`src/rtl/mpt_pkg.sv`:
```
// Shared types for the MPT walker: arbiter FSM encoding and an ID width helper.
package mpt_pkg;

  typedef enum logic [0:0] {
    ARB_IDLE = 1'b0,
    ARB_HOLD = 1'b1
  } walk_arb_state_e;

  // Requester IDs need at least one bit even for a single-level build.
  function automatic int id_width(input int num_levels);
    return (num_levels > 1) ? $clog2(num_levels) : 1;
  endfunction

endpackage

```
`src/rtl/mpt_id_fifo.sv`:
```
// Synchronous requester-ID FIFO; a push is accepted when full if a pop happens in the same cycle.
module mpt_id_fifo #(
  parameter int WIDTH = 2,
  parameter int DEPTH = 4
) (
  input  logic             clk_i,
  input  logic             rst_ni,
  input  logic             push_i,
  input  logic [WIDTH-1:0] data_i,
  input  logic             pop_i,
  output logic [WIDTH-1:0] data_o,
  output logic             full_o,
  output logic             empty_o
);

  localparam int PW = (DEPTH > 1) ? $clog2(DEPTH) : 1;
  localparam int CW = $clog2(DEPTH) + 1;

  logic [WIDTH-1:0] mem_q [DEPTH];
  logic [PW-1:0]    wptr_q;
  logic [PW-1:0]    rptr_q;
  logic [CW-1:0]    count_q;
  logic             do_push;
  logic             do_pop;

  function automatic logic [PW-1:0] next_ptr(input logic [PW-1:0] p);
    return (p == PW'(DEPTH - 1)) ? '0 : p + 1'b1;
  endfunction

  assign full_o  = (count_q == CW'(DEPTH));
  assign empty_o = (count_q == '0);
  assign do_pop  = pop_i && !empty_o;
  assign do_push = push_i && (!full_o || do_pop);
  assign data_o  = mem_q[rptr_q];

  always_ff @(posedge clk_i) begin
    if (do_push) begin
      mem_q[wptr_q] <= data_i;
    end
  end

  always_ff @(posedge clk_i or negedge rst_ni) begin
    if (!rst_ni) begin
      wptr_q  <= '0;
      rptr_q  <= '0;
      count_q <= '0;
    end else begin
      if (do_push) wptr_q <= next_ptr(wptr_q);
      if (do_pop)  rptr_q <= next_ptr(rptr_q);
      case ({do_push, do_pop})
        2'b10:   count_q <= count_q + 1'b1;
        2'b01:   count_q <= count_q - 1'b1;
        default: count_q <= count_q;
      endcase
    end
  end

endmodule

```
`src/rtl/mpt_walk_mem_arbiter.sv`:
```
// Round-robin arbiter sharing one memory master port between the MPT walk levels.
// Optional per-level grant counters are enabled by defining MPT_WALK_ARB_PERF_CNT_EN.
module mpt_walk_mem_arbiter
  import mpt_pkg::*;
#(
  parameter int NUM_LEVELS                    = 3,
  parameter int MEMORY_TRANSACTION_DATA_WIDTH = 64,
  parameter int MEMORY_TRANSACTION_ADDR_WIDTH = 64,
  parameter int MAX_OUTSTANDING               = 4
) (
  input  logic                                                  clk_i,
  input  logic                                                  rst_ni,
  input  logic [NUM_LEVELS-1:0]                                 level_mem_req_i,
  output logic [NUM_LEVELS-1:0]                                 level_mem_gnt_o,
  output logic [NUM_LEVELS-1:0]                                 level_mem_valid_o,
  input  logic [NUM_LEVELS*MEMORY_TRANSACTION_ADDR_WIDTH-1:0]   level_mem_addr_i,
  input  logic [NUM_LEVELS*MEMORY_TRANSACTION_DATA_WIDTH-1:0]   level_mem_wdata_i,
  input  logic [NUM_LEVELS-1:0]                                 level_mem_we_i,
  input  logic [NUM_LEVELS*MEMORY_TRANSACTION_DATA_WIDTH/8-1:0] level_mem_be_i,
  output logic [MEMORY_TRANSACTION_DATA_WIDTH-1:0]              level_mem_rdata_o,
  output logic [NUM_LEVELS-1:0]                                 level_mem_error_o,
  output logic                                                  memory_master_mem_req,
  output logic [MEMORY_TRANSACTION_ADDR_WIDTH-1:0]              memory_master_mem_addr,
  output logic [MEMORY_TRANSACTION_DATA_WIDTH-1:0]              memory_master_mem_wdata,
  output logic                                                  memory_master_mem_we,
  output logic [MEMORY_TRANSACTION_DATA_WIDTH/8-1:0]            memory_master_mem_be,
  input  logic                                                  memory_master_mem_gnt,
  input  logic                                                  memory_master_mem_valid,
  input  logic [MEMORY_TRANSACTION_DATA_WIDTH-1:0]              memory_master_mem_rdata,
  input  logic                                                  memory_master_mem_error,
`ifdef MPT_WALK_ARB_PERF_CNT_EN
  input  logic                                                  perf_clear_i,
  output logic [NUM_LEVELS*32-1:0]                              grant_count_o,
`endif
  output logic                                                  spurious_rsp_o
);

  localparam int DW  = MEMORY_TRANSACTION_DATA_WIDTH;
  localparam int AW  = MEMORY_TRANSACTION_ADDR_WIDTH;
  localparam int BW  = DW / 8;
  localparam int IDW = id_width(NUM_LEVELS);

  walk_arb_state_e state_q, state_d;
  logic [IDW-1:0]  rr_ptr_q;
  logic [IDW-1:0]  locked_id_q;
  logic [IDW-1:0]  sel_id;
  logic [IDW-1:0]  cur_id;
  logic [IDW-1:0]  head_id;
  logic            any_req;
  logic            push_ok;
  logic            push;
  logic            pop;
  logic            fifo_full;
  logic            fifo_empty;
  logic            spurious_q;

  function automatic logic [IDW-1:0] next_id(input logic [IDW-1:0] id);
    return (id == IDW'(NUM_LEVELS - 1)) ? '0 : id + 1'b1;
  endfunction

  // Scan from the highest offset down so the requester closest to rr_ptr wins.
  always_comb begin
    int idx;
    idx     = 0;
    sel_id  = '0;
    any_req = 1'b0;
    for (int i = NUM_LEVELS - 1; i >= 0; i--) begin
      idx = int'(rr_ptr_q) + i;
      if (idx >= NUM_LEVELS) idx = idx - NUM_LEVELS;
      if (level_mem_req_i[idx]) begin
        sel_id  = IDW'(idx);
        any_req = 1'b1;
      end
    end
  end

  assign cur_id  = (state_q == ARB_HOLD) ? locked_id_q : sel_id;
  assign push_ok = !fifo_full || memory_master_mem_valid;
  assign pop     = memory_master_mem_valid && !fifo_empty;

  assign memory_master_mem_addr  = level_mem_addr_i[int'(cur_id)*AW +: AW];
  assign memory_master_mem_wdata = level_mem_wdata_i[int'(cur_id)*DW +: DW];
  assign memory_master_mem_we    = level_mem_we_i[cur_id];
  assign memory_master_mem_be    = level_mem_be_i[int'(cur_id)*BW +: BW];

  always_comb begin
    state_d               = state_q;
    memory_master_mem_req = 1'b0;
    push                  = 1'b0;
    level_mem_gnt_o       = '0;
    case (state_q)
      ARB_IDLE: begin
        if (any_req && push_ok) begin
          memory_master_mem_req = 1'b1;
          if (memory_master_mem_gnt) begin
            push                    = 1'b1;
            level_mem_gnt_o[sel_id] = 1'b1;
          end else begin
            state_d = ARB_HOLD;
          end
        end
      end
      ARB_HOLD: begin
        // A locked level that withdraws its request is abandoned without a push.
        if (!level_mem_req_i[locked_id_q]) begin
          state_d = ARB_IDLE;
        end else if (push_ok) begin
          memory_master_mem_req = 1'b1;
          if (memory_master_mem_gnt) begin
            push                         = 1'b1;
            level_mem_gnt_o[locked_id_q] = 1'b1;
            state_d                      = ARB_IDLE;
          end
        end
      end
      default: state_d = ARB_IDLE;
    endcase
  end

  always_ff @(posedge clk_i or negedge rst_ni) begin
    if (!rst_ni) begin
      state_q     <= ARB_IDLE;
      rr_ptr_q    <= '0;
      locked_id_q <= '0;
      spurious_q  <= 1'b0;
    end else begin
      state_q <= state_d;
      if (push) rr_ptr_q <= next_id(cur_id);
      if (state_q == ARB_IDLE && state_d == ARB_HOLD) locked_id_q <= sel_id;
      if (memory_master_mem_valid && fifo_empty) spurious_q <= 1'b1;
    end
  end

  mpt_id_fifo #(
    .WIDTH (IDW),
    .DEPTH (MAX_OUTSTANDING)
  ) u_id_fifo (
    .clk_i   (clk_i),
    .rst_ni  (rst_ni),
    .push_i  (push),
    .data_i  (cur_id),
    .pop_i   (pop),
    .data_o  (head_id),
    .full_o  (fifo_full),
    .empty_o (fifo_empty)
  );

  always_comb begin
    level_mem_valid_o = '0;
    level_mem_error_o = '0;
    if (pop) begin
      level_mem_valid_o[head_id] = 1'b1;
      level_mem_error_o[head_id] = memory_master_mem_error;
    end
  end

  assign level_mem_rdata_o = memory_master_mem_rdata;
  assign spurious_rsp_o    = spurious_q;

`ifdef MPT_WALK_ARB_PERF_CNT_EN
  logic [31:0] grant_cnt_q [NUM_LEVELS];

  for (genvar g = 0; g < NUM_LEVELS; g++) begin : g_perf
    always_ff @(posedge clk_i or negedge rst_ni) begin
      if (!rst_ni) begin
        grant_cnt_q[g] <= '0;
      end else if (perf_clear_i) begin
        grant_cnt_q[g] <= '0;
      end else if (level_mem_gnt_o[g] && grant_cnt_q[g] != '1) begin
        grant_cnt_q[g] <= grant_cnt_q[g] + 1'b1;
      end
    end
    assign grant_count_o[g*32 +: 32] = grant_cnt_q[g];
  end
`endif

endmodule
```
`config.mk`:
```
export PLATFORM = sky130hd
export DESIGN_NAME = mpt_walk_mem_arbiter
export DESIGN_NICKNAME = d
export VERILOG_FILES = /design/src/rtl/mpt_pkg.sv /design/src/rtl/mpt_id_fifo.sv /design/src/rtl/mpt_walk_mem_arbiter.sv
export SDC_FILE = /design/constraint.sdc
export NUM_CORES = 1
export LEC_CHECK = 0
export CAP_MARGIN = 0
export CORE_AREA = 2 2 267 269
export CTS_CLUSTER_SIZE = 20
export DETAILED_ROUTE_END_ITERATION = 10
export DIE_AREA = 0 0 269 271
export HOLD_SLACK_MARGIN = 0.1
export PLACE_DENSITY = 0.37
export SLEW_MARGIN = 10
export SYNTH_ARGS = -nofsm -noshare
export SYNTH_HDL_FRONTEND = slang
export SYNTH_HIERARCHICAL = 1
export SYNTH_SLANG_ARGS = --single-unit
```
`constraint.sdc`:
```
create_clock -name clk_i -period 4.8 [get_ports clk_i]
set_clock_uncertainty 0.2 [all_clocks]
set_input_delay 0.96 -clock clk_i [delete_from_list [all_inputs] [get_ports clk_i]]
set_output_delay 0.96 -clock clk_i [all_outputs]
set_load 0.01 [all_outputs]
```
==> results.md, run 1 <==
* Async S/R FF share, synth at 61.9%
* Net Count, Synth at 1,370
* Leak Pwr at 4.62 nW
* Post-Layout Cell Count at 2,282
* I/O pin cnt at 695
* Total Wirelength at 42.9 mm
* Critical path arrival at 3.56 ns
* Initial antenna violation count at 4
* Pin count of the biggest net entering global routing at 68
* Total core area at 69,800 um^2
* Die Span Y at 271 um
* CTS sink cnt at 21
* Global route total overflow at 0
* Outcome: finished clean
* Total number of vias at 8,982
* Initial Util at 8.54%
* Root Driver: clkbuf_16
* Number of buffers created by CTS at 3
* Gr usage total at 10.6%
* Routability cong. at 0.810
* Worst EP required at 3.64 ns
* WL met1 at 16.6 mm
* Final hold vios at 0
* Die X at 269 um
* H-tree depth at 1
* Vias per cell at 3.94
* Commonest non-fill, non-tap cells in the layout: clkdlybuf4s50_1 (515), nand3_1 (276), o211ai_1 (274)
* Worst-Margin Slew at 0.639 ns
* CTS max path bufs at 2
* CP max stage cell: clkdlybuf4s50_1
* 1st-pass router iterations at 5
* Sequential area share after synthesis at 9.49%
* Worst setup SP type: input port
* RSZ-0062 raised after global routing: false
* Part of the cycle the worst path needs at 98.3%
* Final setup TNS at 0 ns
* Area delta synth->final at 118%
* Synthesized area at 5960 um^2
* Top FF cell, synth: dfrtp_1
* Clock transition at path regs at 0.06 ns
* Top layer in use: met5
* CTS Hold Bufs at 0
* # port buffers at 566
* Routed wl met3 at 3.58 mm
* Detailed Route Iter0 Violations at 395
* Tmin final at 4.72 ns
* Synthesis Warnings at 6
* Filler instances at 7,815
* WL/cell at 18.8 um
* CTS tree: built
* Rows at 97
* Kind of critical path: in2out
* Die area at 72,900 um^2
* PD cells at 694 nW/um^2
* Synthesized flop and latch total at 21
* Metal2 WL at 22.0 mm
* Vias in the first global route at 9,104
* Max-slew headroom at 57.0%
* Fmax at 212 MHz
* CP Capture Type: primary output
* Worst Hold Class: reg2reg
* Final Setup Violations at 0
* Crit path cell chain: clkdlybuf4s50_1 > buf_4 > mux2_4 > o22ai_1 > o211a_4 > buf_12 > buf_12 > o211ai_1 > o211ai_1 > clkdlybuf4s50_1
* R2R Setup Slk at 1.17 ns
* Layout cells sized above 1 at 9.40%
* Yosys cell types at 57
* Post-DP HPWL at 35.5 mm
* Maximum vdd drop at 0.280 mV
* DRC at 0
* Number of synthesized flops with an enable pin at 8
* Later-pin clock latency in the skew report at 0.25 ns
* Post-DRT Antenna Nets at 0
* Hold slack at 0.300 ns
* Most common cell after layout, fill and taps aside: clkdlybuf4s50_1
* Global-route wire length before repair at 58.9 mm
* Syn avg cell area at 6.78 um^2
* Mapped Cells at 878
* Max-Cap Viols at 0
* Max incr delay on CP at 0.57 ns
* Peak fanout along the critical path at 38
* Max-slew violations at 0
* Fin nets at 1,833
* Post-Route Utilization at 18.6%
* Cells after DPL at 2,274
-- critical path: cells and delay by family --
kind                   cells  cell delay [ns]
buffers and inverters      5             1.60
muxes                      1             0.27
AOI/OAI and AO/OA          4             0.68
-- per-stage QoR --
stage / worst slack [ns] / instance area (um^2) / power, mW
floorplan: 1.06 / 5960 / 4.28
global placement: -0.117 / 12700 / 9.06
detailed placement: -0.126 / 12700 / 9.05
CTS: 0.0195 / 12800 / 9.24
global route: 0.0118 / 13000 / 9.75
finish: 0.0823 / 13000 / 9.01
-- report_power, final --
part           leakage, nW  total, mW  internal, mW  switching (mW)
Sequential           0.229      0.360         0.273          0.0873
Combinational         4.35       8.47          4.22            4.26
Clock               0.0409      0.175         0.112          0.0637
-- Yosys cell counts, types with 3 or more instances --
| cell type | instances | share of area (%) |
|---|---|---|
| nand3_1 | 277 | 23 |
| o211ai_1 | 274 | 35 |
| clkbuf_1 | 69 | 4.3 |
| buf_4 | 66 | 8.3 |
| buf_2 | 46 | 3.9 |
| dfrtp_1 | 13 | 5.5 |
| inv_1 | 12 | 0.76 |
| buf_1 | 9 | 0.57 |
| edfxtp_1 | 8 | 4.0 |
| ha_1 | 8 | 1.7 |
| a21oi_1 | 6 | 0.50 |
| nand2b_1 | 6 | 0.63 |
| nor2_1 | 6 | 0.38 |
| nand2_1 | 5 | 0.32 |
| and2_1 | 4 | 0.42 |
| and2_2 | 4 | 0.50 |
| mux2_1 | 4 | 0.76 |
| o21ai_0 | 4 | 0.34 |
| mux2_2 | 3 | 0.57 |
| mux2i_1 | 3 | 0.50 |
| nor3b_1 | 3 | 0.38 |
| o22ai_1 | 3 | 0.32 |
| xor2_1 | 3 | 0.44 |
-- per-layer routing --
| layer | global-route usage [%] | up-vias |
|---|---|---|
| li1 | - | 4307 |
| met1 | 11.9 | 4197 |
| met2 | 20.1 | 436 |
| met3 | 2.75 | 38 |
| met4 | 1.86 | 4 |
| met5 | 0 | - |
-- kinds of logic after synthesis --
logic type,share of synthesized area (%)
fa+ha+maj,2.02
simple gates,28.1
mux,2.84
xor+xnor,0.441
compound gates,39.0
flops,9.49
buf+inv,18.1
-- final cells by class --
cell class / instances / area (um^2) / share of cell area [%]
Antenna cell: 2 / 5.00 / 0.0386
Clock buffer: 3 / 75.1 / 0.579
Clock inverter: 1 / 5.00 / 0.0386
Inverter: 13 / 51.3 / 0.395
Multi-Input combinational cell: 653 / 4360 / 33.6
Sequential cell: 21 / 566 / 4.36
Tap cell: 940 / 1180 / 9.07
Timing Repair Buffer: 649 / 6740 / 51.9
-- timing repair --
| action | 4_1_cts | 5_1_grt |
|---|---|---|
| gates resized for setup | 6 | 44 |
| setup endpoints to repair | 49 | 96 |
| pin swaps | 3 | 0 |
| setup buffers | 0 | 1 |
| gates cloned | 0 | 1 |
-- sequential cells by signal, summed over array words and instances, names as in the netlist --
| signal | cells |
|---|---|
| u_id_fifo/count_q | 3 |
| state_q | 1 |
| spurious_rsp_o | 1 |
| locked_id_q | 2 |
| u_id_fifo/wptr_q | 2 |
| u_id_fifo/mem_q | 8 |
| u_id_fifo/rptr_q | 2 |
| rr_ptr_q | 2 |
-- worst paths after layout --
kind	start	to	cells past startpoint
worst max-delay path	level_mem_req_i[2]	memory_master_mem_addr[47]	10
worst min-delay path	spurious_rsp_o	spurious_rsp_o	1
worst max register to register	rr_ptr_q[1]	u_id_fifo/count_q[2]	12
worst min register to register	spurious_rsp_o	spurious_rsp_o	1
max in group asynchronous	rst_ni	u_id_fifo/wptr_q[1]	1
min in group asynchronous	rst_ni	rr_ptr_q[0]	1
(Power assumes the default switching activity.)
==> run 2, diff against run 1 <==
--- a/config.mk
+++ b/config.mk
@@ -5,13 +5,15 @@
 export SDC_FILE = /design/constraint.sdc
 export NUM_CORES = 1
 export LEC_CHECK = 0
+export ABC_AREA = 1
 export CAP_MARGIN = 0
 export CORE_AREA = 2 2 267 269
 export CTS_CLUSTER_SIZE = 20
 export DETAILED_ROUTE_END_ITERATION = 10
 export DIE_AREA = 0 0 269 271
 export HOLD_SLACK_MARGIN = 0.1
-export PLACE_DENSITY = 0.37
+export PLACE_DENSITY = 0.39
+export RECOVER_POWER = 25
 export SLEW_MARGIN = 10
 export SYNTH_ARGS = -nofsm -noshare
 export SYNTH_HDL_FRONTEND = slang
==> results.md, run 2 <==
* Outcome: finished clean (unchanged)
* Post-DP HPWL at 39.3 mm (was 35.5 mm)
* Worst EP required at 3.64 ns (about the same)
* DRC at 0 (unchanged)
* Initial Util at 9.74% (was 8.54%)
* Total power at 12.4 mW (was 9.01 mW)
* Critical R2R Launch: rr_ptr_q[0] (was rr_ptr_q[1])
* Number of synthesized flops with an enable pin at 8 (unchanged)
* Filler instances at 7,964 (was 7,815)
* Tmin final at 4.68 ns (was 4.72 ns)
* Switching fraction of total power at 53.0% (was 48.9%)
* RSZ-0062 raised after global routing: true (was false)
* Net Count, Synth at 1,816 (was 1,370)
* Critical path arrival at 3.52 ns (was 3.56 ns)
* Largest regs: u_id_fifo/mem_q (8), u_id_fifo/count_q (3) (unchanged)
* WL/cell at 18.0 um (was 18.8 um)
* Most common cell after layout, fill and taps aside: clkdlybuf4s50_1 (unchanged)
* NetSw at 6.57 mW (was 4.41 mW)
* Vias per cell at 3.82 (was 3.94)
* Later-pin clock latency in the skew report at 0.26 ns (was 0.25 ns)
* Syn avg cell area at 5.13 um^2 (was 6.78 um^2)
* Pin count of the biggest net entering global routing at 80 (was 68)
* Worst setup SP type: input port (unchanged)
* Die area at 72,900 um^2 (unchanged)
* Vias in the first global route at 10,500 (was 9,104)
* # port buffers at 566 (unchanged)
* Die X at 269 um (unchanged)
* Kind of critical path: in2out (unchanged)
* I/O pin cnt at 695 (unchanged)
* CTS tree: built (unchanged)
* Final Setup Violations at 0 (unchanged)
* Register area at 566 um^2 (unchanged)
* Synth top area share at 21.2% (was 34.5%)
* Max-Cap Viols at 0 (unchanged)
* Detailed Route Iter0 Violations at 546 (was 395)
* H-tree depth at 1 (unchanged)
* R2R depth at 20 (was 12)
* Synth top cells by count: nand2_1 (325), inv_1 (310), nand3_1 (288) (was nand3_1 (277), o211ai_1 (274), clkbuf_1 (69))
* Max-slew headroom at 56.8% (was 57.0%)
* Yosys cell types at 31 (was 57)
* Area delta synth->final at 103% (was 118%)
* Max-slew violations at 0 (unchanged)
* Fmax at 214 MHz (was 212 MHz)
* Most common cell in the netlist: nand2_1 (was nand3_1)
* PD cells at 899 nW/um^2 (was 694 nW/um^2)
* CTS Hold Bufs at 0 (unchanged)
* Design Area, Final at 13,800 um^2 (was 13,000 um^2)
* CTS sink cnt at 21 (unchanged)
* Leak Pwr at 6.86 nW (was 4.62 nW)
* Reg2reg end: u_id_fifo/count_q[2] (unchanged)
* CP Capture Type: primary output (unchanged)
* Initial antenna violation count at 9 (was 4)
* Internal at 5.83 mW (was 4.60 mW)
* Post-Layout Cell Count at 2,750 (was 2,282)
* Peak fanout along the critical path at 31 (was 38)
* Global route total overflow at 0 (unchanged)
* Sequential area share after synthesis at 8.32% (was 9.49%)
* Worst-Margin Slew at 0.645 ns (was 0.639 ns)
* Commonest non-fill, non-tap cells in the layout: clkdlybuf4s50_1 (555), nand2_1 (322), inv_1 (310) (was clkdlybuf4s50_1 (515), nand3_1 (276), o211ai_1 (274))
* Rows at 97 (unchanged)
* CTS max path bufs at 2 (unchanged)
* Die Span Y at 271 um (unchanged)
* Worst Hold Class: reg2reg (unchanged)
* Post-DRT Antenna Nets at 0 (unchanged)
* Total core area at 69,800 um^2 (unchanged)
* Hold Path Depth at 1 (unchanged)
* Largest register FFs at 8 (unchanged)
* Clk pwr share at 1.5% (was 1.9%)
* Post-place setup slack at 0.0786 ns (was -0.126 ns)
* Part of the cycle the worst path needs at 97.5% (was 98.3%)
* R2R Setup Slk at 1.68 ns (was 1.17 ns)
* Synthesis Warnings at 6 (unchanged)
* Async S/R FF share, synth at 61.9% (unchanged)
* Hold EP: spurious_rsp_o (unchanged)
* Cells after DPL at 2,729 (was 2,274)
* Maximum vdd drop at 0.383 mV (was 0.280 mV)
* Clock transition at path regs at 0.06 ns (about the same)
* Gr usage total at 12.1% (was 10.6%)
* Root Driver: clkbuf_16 (unchanged)
* Combinational power share at 95.7% (was 94.1%)
* Top FF cell, synth: dfrtp_1 (unchanged)
* Total Wirelength at 49.4 mm (was 42.9 mm)
* Min-delay src: spurious_rsp_o (unchanged)
* Final worst-path setup slack at 0.119 ns (was 0.0823 ns)
* Final hold vios at 0 (unchanged)
* Flop pwr share at 2.9% (was 4.0%)
* Multi-input logic area at 4060 um^2 (was 4360 um^2)
* Synthesized flop and latch total at 21 (unchanged)
* Cell taking the most area after synthesis: nand3_1 (was o211ai_1)
* Global-route wire length before repair at 66.9 mm (was 58.9 mm)
* Layout cells sized above 1 at 6.03% (was 9.40%)
* Synth top area cells: nand3_1 (21%), nand2_1 (18%), inv_1 (17%) (was o211ai_1 (35%), nand3_1 (23%), buf_4 (8.3%))
* Mapped Cells at 1,324 (was 878)
* Number of buffers created by CTS at 3 (unchanged)
* Largest Register: u_id_fifo/mem_q (unchanged)
* 1st-pass router iterations at 6 (was 5)
* Routability cong. at 0.932 (was 0.810)
* Placement Cell Area at 13,400 um^2 (was 12,700 um^2)
* Fin nets at 2,300 (was 1,833)
* Total number of vias at 10,500 (was 8,982)
* Synthesized area at 6800 um^2 (was 5960 um^2)
run 2: cell count changes in the layout (fill, tap and decap cells not counted), sizes merged, moves of 15 or more:
cell           before  now
nand2               5  330
dlymetal6s2s       36    9
inv                13  314
buf                92   77
nand4               0  139
o211ai            274    0
clkdlybuf4s50     515  555
run 2: stage by stage:
step	TNS, ns	util, %	hold slack, ns
6_report	0	19.8	0.263
5_1_grt	-0.0340	19.8	0.294
4_1_cts	0	19.3	0.262
3_5_place_dp	0	19.2	0.247
3_3_place_gp	0	19.2	0.242
2_1_floorplan	0	-	0.280
run 2: power groups by stage:
stage               Combinational (mW)  Sequential [mW]  Clock [mW]
floorplan                         5.40            0.336           0
global placement                  11.4            0.357           0
detailed placement                11.4            0.360           0
CTS                               11.4            0.356       0.183
global route                      12.8            0.367       0.192
finish                            11.9            0.358       0.181
run 2: cell families after synthesis:
family	synth area share (%)
flip-flops	8.32
AND/OR/NAND/NOR	54.6
AO/OA/AOI/OAI	2.14
XOR/XNOR	0.129
adder cells (fa/ha/maj)	1.77
buffers and inverters	33.0
run 2: how the worst max path moves through the flow:
stage	startpoint	to	slack, ns	cells past startpoint
after floorplan	level_mem_req_i[1]	memory_master_mem_addr[16]	1.51	13
after global placement	level_mem_req_i[1]	memory_master_mem_wdata[1]	0.06	15
after detailed placement	level_mem_req_i[2]	memory_master_mem_addr[18]	0.08	15
after CTS	level_mem_req_i[2]	memory_master_mem_addr[18]	0.06	15
after global routing	level_mem_req_i[2]	memory_master_mem_addr[50]	-0.01	16
final	level_mem_req_i[2]	memory_master_mem_addr[5]	0.12	15
run 2: layout make-up:
cell class / count / area share [%]
multi-input combinational: 819 / 29.4
antenna: 3 / 0.0545
clock inverter: 1 / 0.0363
inverter: 315 / 8.61
sequential: 21 / 4.10
clock buffer: 3 / 0.545
timing repair buffer: 648 / 48.7
tap: 940 / 8.53
run 2: layer usage:
layer  vias to the layer above  GRT usage [%]  routed length [um]
met5                         -              0                  41
met4                         6           3.08                1200
met3                        81           2.84                4290
met2                       517           21.0               23300
met1                      4805           14.9               20500
li1                       5094              -                   -
run 2: critical path, cell delays in order:
cell and delay [ns]:
clkdlybuf4s50_1 0.53, nand3_2 0.15, inv_1 0.05, a21oi_2 0.14
nand2_1 0.07, nand2_1 0.06, nand2_1 0.05, nand2_1 0.10
nand2_4 0.11, buf_12 0.19, buf_16 0.19, nand3_1 0.09
nand3_1 0.11, nand2_1 0.12, clkdlybuf4s50_1 0.56
run 2: timing repair:
| item | CTS | global route |
|---|---|---|
| hold endpoints to repair | 0 | 0 |
| buffers inserted | 0 | 9 |
| setup endpoints to repair | 0 | 58 |
| resized for setup | 0 | 19 |
==> run 3, diff against run 2 <==
--- a/config.mk
+++ b/config.mk
@@ -11,6 +11,7 @@
 export CTS_CLUSTER_SIZE = 20
 export DETAILED_ROUTE_END_ITERATION = 10
 export DIE_AREA = 0 0 269 271
+export GPL_ROUTABILITY_DRIVEN = 0
 export HOLD_SLACK_MARGIN = 0.1
 export PLACE_DENSITY = 0.39
 export RECOVER_POWER = 25
==> results.md, run 3 (same netlist as run 2, synthesis figures left out) <==
* PD cells at 886 nW/um^2 (was 899 nW/um^2)
* Post-place setup slack at -0.0584 ns (was 0.0786 ns)
* CTS tree: built (unchanged)
* Number of buffers created by CTS at 3 (unchanged)
* Total core area at 69,800 um^2 (unchanged)
* Final hold vios at 0 (unchanged)
* Total number of vias at 10,400 (was 10,500)
* Worst setup SP type: input port (unchanged)
* Global route total overflow at 0 (unchanged)
* 1st-pass router iterations at 5 (was 6)
* WL/cell at 17.9 um (was 18.0 um)
* Commonest non-fill, non-tap cells in the layout: clkdlybuf4s50_1 (528), nand2_1 (322), inv_1 (310) (was clkdlybuf4s50_1 (555), nand2_1 (322), inv_1 (310))
* Tmin final at 4.71 ns (was 4.68 ns)
* Vias in the first global route at 10,400 (was 10,500)
* Largest register FFs at 8 (unchanged)
* Later-pin clock latency in the skew report at 0.26 ns (about the same)
* Design Area, Final at 13,800 um^2 (about the same)
* Most common cell after layout, fill and taps aside: clkdlybuf4s50_1 (unchanged)
* Leak Pwr at 7.11 nW (was 6.86 nW)
* Die area at 72,900 um^2 (unchanged)
* Worst-Margin Slew at 0.652 ns (was 0.645 ns)
* Gr usage total at 12.2% (was 12.1%)
* Initial antenna violation count at 8 (was 9)
* Peak fanout along the critical path at 44 (was 31)
* Rows at 97 (unchanged)
* Worst Hold Class: reg2reg (unchanged)
* H-tree depth at 1 (unchanged)
* Vias per cell at 3.80 (was 3.82)
* Final worst-path setup slack at 0.0925 ns (was 0.119 ns)
* Post-DRT Antenna Nets at 0 (unchanged)
* Detailed Route Iter0 Violations at 675 (was 546)
* CTS sink cnt at 21 (unchanged)
* Total Wirelength at 48.9 mm (was 49.4 mm)
* Kind of critical path: in2out (unchanged)
* Max-slew violations at 0 (unchanged)
* Max incr delay on CP at 0.54 ns (was 0.56 ns)
* Root Driver: clkbuf_16 (unchanged)
* Initial Util at 9.74% (unchanged)
* Final Setup Violations at 0 (unchanged)
* CTS max path bufs at 2 (unchanged)
* Outcome: finished clean (unchanged)
* Clock transition at path regs at 0.06 ns (about the same)
* Die Span Y at 271 um (unchanged)
* Fmax at 212 MHz (was 214 MHz)
* Critical path arrival at 3.55 ns (was 3.52 ns)
* Layout cells sized above 1 at 5.61% (was 6.03%)
* Pin count of the biggest net entering global routing at 81 (was 80)
* Family with the most delay on the worst path: buffers and inverters (unchanged)
* Total power at 12.2 mW (was 12.4 mW)
* Max-Cap Viols at 0 (unchanged)
* CP Capture Type: primary output (unchanged)
* Crit path cell chain: clkdlybuf4s50_1 > inv_1 > nand2_1 > nand3_1 > nand2_1 > inv_2 > nand2_1 > nand2_1 > nand2_1 > o21ai_4 > clkinv_4 > buf_16 > nand4_1 > nand2_1 > clkdlybuf4s50_1 (was clkdlybuf4s50_1 > nand3_2 > inv_1 > a21oi_2 > nand2_1 > nand2_1 > nand2_1 > nand2_1 > nand2_4 > buf_12 > buf_16 > nand3_1 > nand3_1 > nand2_1 > clkdlybuf4s50_1)
* Largest regs: u_id_fifo/mem_q (8), u_id_fifo/count_q (3) (unchanged)
* Fin nets at 2,292 (was 2,300)
* CP max stage cell: clkdlybuf4s50_1 (unchanged)
* I/O pin cnt at 695 (unchanged)
* Max-slew headroom at 56.4% (was 56.8%)
* # port buffers at 566 (unchanged)
* RSZ-0062 raised after global routing: true (unchanged)
* Die X at 269 um (unchanged)
* Largest Register: u_id_fifo/mem_q (unchanged)
* DRC at 0 (unchanged)
* Global-route wire length before repair at 67.7 mm (was 66.9 mm)
* Bufs and invs on worst path at 6 (was 5)
* Most used cell, CP: nand2_1 (unchanged)
* Worst EP required at 3.64 ns (about the same)
* Maximum vdd drop at 0.388 mV (was 0.383 mV)
* Area delta synth->final at 103% (about the same)
* Post-DP HPWL at 37.5 mm (was 39.3 mm)
* Part of the cycle the worst path needs at 98.1% (was 97.5%)
* Placement Cell Area at 13,300 um^2 (was 13,400 um^2)
[run 3: changes by cell type in the layout (fill, tap and decap cells not counted), sizes merged]
cell           before  now
clkbuf              8    4
bufbuf              0    2
dlymetal6s2s        9   36
nand2             330  331
buf                77   70
diode               3    2
clkdlybuf4s50     555  528
[run 3: final cells by class]
type	instances	area [um^2]
Antenna cell	2	5.00
Multi-Input combinational cell	820	4080
Fill cell	7977	56000
Timing Repair Buffer	639	6680
Sequential cell	21	566
Tap cell	940	1180
Inverter	315	1190
Clock inverter	1	5.00
Clock buffer	3	75.1
[run 3: layer usage]
layer | wire (um) | vias up | share of wire [%] | global-route usage (%)
li1 | - | 5081 | - | -
met1 | 20000 | 4738 | 41 | 15.1
met2 | 23600 | 525 | 48 | 21.4
met3 | 4230 | 62 | 8.6 | 2.85
met4 | 1050 | 8 | 2.1 | 2.76
met5 | 57 | - | 0.12 | 0
[run 3: worst paths after layout]
| path | start | to | slack (ns) | cells past startpoint |
|---|---|---|---|---|
| max | level_mem_req_i[1] | memory_master_mem_addr[41] | 0.09 | 15 |
| min | spurious_rsp_o | spurious_rsp_o | 0.25 | 1 |
| max reg2reg | rr_ptr_q[0] | u_id_fifo/count_q[2] | 1.72 | 19 |
| min reg2reg | spurious_rsp_o | spurious_rsp_o | 0.25 | 1 |
| max in group asynchronous | rst_ni | u_id_fifo/count_q[0] | 3.01 | 1 |
| min in group asynchronous | rst_ni | u_id_fifo/rptr_q[1] | 0.97 | 1 |
[run 3: through the flow]
stage	hold WS, ns	util (%)	instances	setup TNS, ns
finish	0.252	19.7	2741	0
global route	0.285	19.7	2740	-0.577
CTS	0.258	19.3	2729	0
detailed placement	0.244	19.0	2719	-0.107
global placement	0.243	19.0	2719	-0.392
floorplan	0.280	-	1324	0
[run 3: report_power, final]
part           switching (mW)  internal (mW)  total (mW)
registers              0.0743          0.284       0.358
clock network          0.0688          0.112       0.181
logic                    6.40           5.27        11.7
[run 3: timing repair]
action	in CTS	in global routing
cloned	2	2
pin swaps	0	3
setup endpoints to repair	4	131
setup buffers	4	9
gates resized for setup	0	50
hold buffers	0	0
